<file path="src/rtl/uart_sipo_rx.sv">
// rtl/uart_sipo_rx.sv - UART receive deserializer, 16x oversampled, optional parity, stop check
module uart_sipo_rx #(
    parameter int OVERSAMPLE = 16,
    parameter int DATA_BITS  = 8
) (
    input  logic                 baud_clk,
    input  logic                 reset,
    input  logic                 data_rx,
    input  logic [1:0]           parity_type,
    output logic [DATA_BITS-1:0] data_out,
    output logic                 data_valid,
    output logic                 parity_error,
    output logic                 frame_error,
    output logic                 active_flag,
    output logic                 done_flag
);
    localparam logic [2:0] IDLE   = 3'd0;
    localparam logic [2:0] START  = 3'd1;
    localparam logic [2:0] DATA   = 3'd2;
    localparam logic [2:0] PARITY = 3'd3;
    localparam logic [2:0] STOP   = 3'd4;

    localparam logic [3:0] TICK_LAST = 4'(OVERSAMPLE - 1);
    localparam logic [3:0] TICK_MID  = 4'(OVERSAMPLE / 2 - 1);
    localparam logic [2:0] BIT_LAST  = 3'(DATA_BITS - 1);

    localparam logic [1:0] PAR_ODD  = 2'b01;
    localparam logic [1:0] PAR_EVEN = 2'b10;

    logic                 sync1_q, sync1_d;
    logic                 sync2_q, sync2_d;
    logic                 rx_prev_q, rx_prev_d;
    logic [2:0]           state_q, state_d;
    logic [3:0]           tick_q, tick_d;
    logic [2:0]           bit_cnt_q, bit_cnt_d;
    logic [DATA_BITS-1:0] shift_q, shift_d;
    logic [1:0]           ptype_q, ptype_d;
    logic                 perr_pend_q, perr_pend_d;
    logic [DATA_BITS-1:0] data_out_q, data_out_d;
    logic                 data_valid_q, data_valid_d;
    logic                 parity_error_q, parity_error_d;
    logic                 frame_error_q, frame_error_d;
    logic                 done_q, done_d;

    logic       rx;
    logic [3:0] tick_inc;

    assign rx       = sync2_q;
    assign tick_inc = tick_q + 4'd1;

    always_comb begin
        sync1_d        = data_rx;
        sync2_d        = sync1_q;
        rx_prev_d      = sync2_q;
        state_d        = state_q;
        tick_d         = tick_q;
        bit_cnt_d      = bit_cnt_q;
        shift_d        = shift_q;
        ptype_d        = ptype_q;
        perr_pend_d    = perr_pend_q;
        data_out_d     = data_out_q;
        data_valid_d   = 1'b0;
        parity_error_d = parity_error_q;
        frame_error_d  = frame_error_q;
        done_d         = done_q;

        case (state_q)
            IDLE: begin
                // Requiring a falling edge keeps a held-low break from retriggering.
                if (rx_prev_q && !rx) begin
                    state_d = START;
                    tick_d  = 4'd0;
                end
            end
            START: begin
                tick_d = tick_inc;
                if (tick_inc == TICK_MID) begin
                    if (!rx) begin
                        state_d     = DATA;
                        tick_d      = 4'd0;
                        bit_cnt_d   = 3'd0;
                        ptype_d     = parity_type;
                        perr_pend_d = 1'b0;
                        done_d      = 1'b0;
                    end else begin
                        state_d = IDLE;
                    end
                end
            end
            DATA: begin
                tick_d = tick_inc;
                if (tick_q == TICK_LAST) begin
                    shift_d   = {rx, shift_q[DATA_BITS-1:1]};
                    bit_cnt_d = bit_cnt_q + 3'd1;
                    if (bit_cnt_q == BIT_LAST) begin
                        state_d = (ptype_q == PAR_ODD || ptype_q == PAR_EVEN) ? PARITY : STOP;
                    end
                end
            end
            PARITY: begin
                tick_d = tick_inc;
                if (tick_q == TICK_LAST) begin
                    perr_pend_d = (ptype_q == PAR_ODD) ? ~(^shift_q ^ rx) : (^shift_q ^ rx);
                    state_d     = STOP;
                end
            end
            STOP: begin
                tick_d = tick_inc;
                if (tick_q == TICK_LAST) begin
                    data_out_d     = shift_q;
                    frame_error_d  = ~rx;
                    parity_error_d = perr_pend_q;
                    data_valid_d   = 1'b1;
                    done_d         = 1'b1;
                    state_d        = IDLE;
                end
            end
            default: state_d = IDLE;
        endcase
    end

    always_ff @(posedge baud_clk) begin
        if (reset) begin
            sync1_q        <= 1'b1;
            sync2_q        <= 1'b1;
            rx_prev_q      <= 1'b1;
            state_q        <= IDLE;
            tick_q         <= 4'd0;
            bit_cnt_q      <= 3'd0;
            shift_q        <= '0;
            ptype_q        <= 2'b00;
            perr_pend_q    <= 1'b0;
            data_out_q     <= '0;
            data_valid_q   <= 1'b0;
            parity_error_q <= 1'b0;
            frame_error_q  <= 1'b0;
            done_q         <= 1'b0;
        end else begin
            sync1_q        <= sync1_d;
            sync2_q        <= sync2_d;
            rx_prev_q      <= rx_prev_d;
            state_q        <= state_d;
            tick_q         <= tick_d;
            bit_cnt_q      <= bit_cnt_d;
            shift_q        <= shift_d;
            ptype_q        <= ptype_d;
            perr_pend_q    <= perr_pend_d;
            data_out_q     <= data_out_d;
            data_valid_q   <= data_valid_d;
            parity_error_q <= parity_error_d;
            frame_error_q  <= frame_error_d;
            done_q         <= done_d;
        end
    end

    assign data_out     = data_out_q;
    assign data_valid   = data_valid_q;
    assign parity_error = parity_error_q;
    assign frame_error  = frame_error_q;
    assign active_flag  = (state_q != IDLE);
    assign done_flag    = done_q;
endmodule

</file>
<file path="config.mk">
export PLATFORM = sky130hd
export DESIGN_NAME = uart_sipo_rx
export DESIGN_NICKNAME = d
export VERILOG_FILES = /design/src/rtl/uart_sipo_rx.sv
export SDC_FILE = /design/constraint.sdc
export NUM_CORES = 1
export LEC_CHECK = 0
export BUFFER_PORTS_ARGS = -buffer_cell sky130_fd_sc_hd__buf_2
export CAP_MARGIN = 0
export CORE_ASPECT_RATIO = 1.2
export CORE_MARGIN = 4
export CORE_UTILIZATION = 40
export DETAILED_ROUTE_END_ITERATION = 6
export GPL_TIMING_DRIVEN = 1
export PLACE_DENSITY_LB_ADDON = 0.25
export SYNTH_ARGS = -nofsm -noshare
export SYNTH_HDL_FRONTEND = slang
export SYNTH_SLANG_ARGS = --single-unit
</file>
<file path="constraint.sdc">
create_clock -name baud_clk -period 2.07 [get_ports baud_clk]
set_input_delay 0.3105 -clock baud_clk [delete_from_list [all_inputs] [get_ports baud_clk]]
set_output_delay 0.3105 -clock baud_clk [all_outputs]
set_load 0.02 [all_outputs]
</file>
# Word-level counts from Yosys, hierarchy flattened
# Cells that the tools add are included.
# totals
reg_bits,36
inputBits,5
out_inout_bits,13
word_cells,81
# op_classes
n_addsub,2
eq_ne,16
n_mux,25
bitwise,4
reduce_logical,20
# op_table
operator,count
2-to-1 mux 3 bit,10
case mux 3 bit (5 select lines),1
"!= test 2 bit, second input constant",7
2-to-1 mux 4 bit,3
case mux 4 bit (3 select lines),1
AND reduction 4 bit,3
XOR reduction 8 bit,1
"equality test 3 x 2 -> 1 bit, second input constant",2
"equality test 3 bit, second input constant",2
2-to-1 mux 1 bit,6
case mux 3 bit (2 select lines),1
AND reduction 2 bit,3
AND reduction 6 bit,1
nonzero test 2 bit,3
nonzero test 3 bit,2
"adder 4 x 1 -> 4 bit, second input constant",1
"equality test 4 x 3 -> 1 bit, second input constant",1
"equality test 4 bit, second input constant",1
case mux 1 bit (2 select lines),2
"adder 3 x 1 -> 3 bit, second input constant",1
"equality test 3 x 1 -> 1 bit, second input constant",1
logical NOT 3 bit,1
inverter 1 bit,3
AND reduction 3 bit,1
9 further kinds,9

# Logic depth before layout (Yosys ltp)
# depth
ltp_word,6
mapped_depth,7
ltp_nobuf,7

# Worst setup path before layout
# Ideal clock, no wire load.
# synth_path
kind,register -> register
start,register tick_q[0]
end,register state_q[1]
setup_ps,123
arrival_ps,1571
required_ps,1947
path_slack_ps,376
path_stages_with_launch,8
path_buffers,1
synth_period_minus_slack_ps,1694
cell_sequence,dfxtp_1 -> ha_1 -> buf_6 -> and3_4 -> and3_4 -> nor4_2 -> a21oi_1 -> mux2i_1
# synth_between
elab_chain_cells,4
word_cells_on_any_way,8
cone_classes,1 x add/sub; 6 x eq/ne; 1 x reduce/logical
# synth_rtl
element,line_no,text
start: declaration,34,"logic [3:0] tick_q, tick_d;"
start signal: assignment,143,tick_q <= tick_d;
adder 4 x 1 -> 4 bit,49,assign tick_inc = tick_q + 4'd1;
equality test 4 x 3 -> 1 bit,77,if (tick_inc == TICK_MID) begin
!= test 2 bit (no source line),n/a,
AND reduction 6 bit (no source line) *,n/a,
end signal: assignment,142,state_q <= state_d;
end: declaration,33,"logic [2:0] state_q, state_d;"
# Every way passes the cells marked *; elsewhere a longest branch is shown, timed or not.
# A chain may end at the register's enable or synchronous reset.

# Worst setup path in the final report
# layout_path
start,register tick_q[0]
end,register tick_q[1]
# layout_between
elab_chain_cells,4
word_cells_on_any_way,5
cone_classes,1 x add/sub; 1 x eq/ne; 3 x mux
# layout_rtl
element,line_no,text
adder 4 x 1 -> 4 bit *,49,
equality test 4 x 3 -> 1 bit / 2-to-1 mux 4 bit (equally long branches),"77, 78",
2-to-1 mux 4 bit,77,
case mux 4 bit (3 select lines) *,67,case (state_q)
# Marks and branches as above.

==> flow_metrics.tcl <==
set metrics [dict create \
    outcome "finished clean" \
    antenna_found_initial 0 \
    critPathMaxFanout 8 \
    p_leak_uw 0.000742 \
    grt_overflow_total 0 \
    final_layout_size_suffix_gt1_share_pct 18.2 \
    via_count 1483 \
    synthArstFlopShare_pct 0 \
    hold_path.class "primary input to flop" \
    synth_cells 209 \
    worstPathArrival_ps 2040 \
    cts.sinks 36 \
    ios 18 \
    fin_skew_ps 7.11 \
    routabilityCongestion 0.884 \
    timing.rr.start "tick_q[0]" \
    synth-main-ff-cell "dfxtp_1" \
    yosys.cell_types.count 43 \
    die_h_microns 81.6 \
    min_from "data_rx" \
    finalSetupViolations 0 \
    syn-cell-area_sq_um 1800 \
    report.final.hold_viol_count 0 \
    numCtsBuffers 5 \
    synth_area_leader_cell "dfxtp_1" \
    n_antenna_cell 0 \
    power.density_nw_per_um2 671 \
    grt.total_usage_pct 14.2 \
    crit_chain "inv_1, ha_1, or4b_2, o21ai_0, a21oi_1, a21oi_1" \
    tightestPinTransition_ps 664 \
    fin_crit_ps 1820 \
    drc 0 \
    grt_pass1_wl_microns 6320 \
    dp_hpwl_microns 2540 \
    ant_nets 0 \
    synth.net_count 219 \
    critPathLaunch "tick_q[0]" \
    final_core_util_pct 47.3 \
    cts-root-buf "clkbuf_8" \
    wl_microns 3790 \
    clk_latency_ps 280 \
    drtIter0Drc 104 \
    rsz0062_at_grt "no" \
    core_area_sq_um 4290 \
    wl_per_cell_microns 13.5 \
    first_pass_iters 4 \
    nNetsFinal 234 \
    synth_seq_area_share_pct 39.9 \
    yosys_warnings 0 \
    start_util_pct 42.0 \
    fp.dieW_microns 69.3 \
    cts_tree "done" \
    area_growth_pct 12.7 \
    cp-end-kind "flop" \
    vias_per_cell 5.28 \
    yosys.area.top_type_share_pct 39.9 \
    grt_pass1_vias 1399 \
    crit_top_cell "a21oi_1" \
    fmax_mhz 549 \
    critPathRequiredTime_ps 2280 \
    final_common_cell "dfxtp_1" \
    clkTransAtPathRegs_ps 70 \
    max-cap-violations 0 \
    worst-setup-path-type "flop to flop" \
    ir_drop_mv 0.354 \
    slew_violations 0 \
    critPathMaxStageDelay_ps 590 \
    cts_buffer_depth 2 \
    slew_headroom_pct 55.7 \
    slowest_stage "or4b_2" \
    start_kind "flop" \
    synth.avg_cell_area_sq_um 8.63 \
    ys_top_cells_by_area "dfxtp_1 40%, a21oi_1 6.1%, mux2i_1 5.0%" \
    final_cell_mix "36 x dfxtp_1, 23 x nand2_1, 22 x a21oi_1" \
    port_buffers 17 \
    dieArea_sq_um 5650 \
    synth_seq_cells 36 \
    num_rows 26 \
    grt_max_degree 39 \
    tns_ps 0 \
    synth_edf_count 0 \
    finalCritPeriodShare_pct 88.0 \
    htreeDepth 2 \
]
-- path summary, 6_finish.rpt --
path | to | slack (ps) | cells past startpoint
setup / recovery | tick_q[1] | 250 | 6
hold / removal | sync1_q | 210 | 2
setup reg to reg | tick_q[1] | 250 | 6
hold reg to reg | rx | 400 | 1
-- through the flow --
| step | instances | instance area [sq um] | power, uW | setup WS, ps | hold slack, ps |
|---|---|---|---|---|---|
| after floorplan | 209 | 1800 | 760 | 376 | 389 |
| after global placement | 273 | 1920 | 775 | 244 | 397 |
| after detailed placement | 273 | 1920 | 775 | 241 | 393 |
| after CTS | 281 | 2030 | 1390 | 221 | 207 |
| after global routing | 281 | 2030 | 1430 | 70.2 | 209 |
| final | 281 | 2030 | 1370 | 248 | 212 |
-- critical path: cells and delay by family (launching register included) --
kind,cells,cell delay [ps]
flops,1,470
fa+ha+maj,1,320
compound gates,3,270
buf+inv,1,100
simple gates,1,590
-- cell usage after synthesis (all sizes together) (2+ instances only) --
cell type / n
nor2: 17
inv: 4
nand2b: 9
a22oi: 2
clkbuf: 7
a211oi: 4
nor4: 2
and3: 2
nor3: 3
mux2i: 9
nand3: 7
o21ai: 8
or2: 4
xnor2: 7
nor3b: 3
or3: 3
a21oi: 22
o21a: 3
o211ai: 3
buf: 8
ha: 5
dfxtp: 36
o31ai: 2
nand2: 23
-- cell type report --
cell class	instances	area [sq um]
Multi-Input combinational cell	154	990
Fill cell	444	2260
Timing Repair Buffer	23	130
Clock buffer	6	72.6
Clock inverter	2	35.0
Sequential cell	36	721
Inverter	4	15.0
Tap cell	56	70.1
-- flip-flops by register name, indices dropped and copies added (netlist names), 2 cells and up --
name       count
data_out       8
shift_q        8
tick_q         4
ptype_q        2
bit_cnt_q      3
state_q        3
-- repair_timing --
action / CTS / global route
buffers inserted: 0 / 0
hold buffers: 0 / 0
gates resized for setup: 0 / 1
hold endpoints to repair: 0 / 0
setup endpoints to repair: 0 / 2
-- metal layers --
| metal | GRT usage [%] | wire length [microns] | share of wire, % | vias to the layer above |
|---|---|---|---|---|
| met5 | 0 | 0 | 0 | - |
| met4 | 7.42 | 88 | 2.3 | 0 |
| met3 | 4.04 | 128 | 3.4 | 9 |
| met2 | 24.1 | 1750 | 46 | 19 |
| met1 | 16.3 | 1820 | 48 | 690 |
| li1 | - | - | - | 765 |
-- power breakdown --
group          leakage, uW  total (uW)  switching, uW  internal (uW)
clock            0.0000552         607            249            357
combinational     0.000397        52.8           32.5           20.2
sequential        0.000291         706           8.87            697
-- cells by family after synthesis --
family          Yosys count  share of synthesized area [%]
mux                       9                           4.99
compound gates           52                           18.0
buf+inv                  19                           5.34
flops                    36                           39.9
simple gates             80                           23.6
fa+ha+maj                 5                           3.47
xor+xnor                  8                           4.65
(Power assumes the default switching activity.)
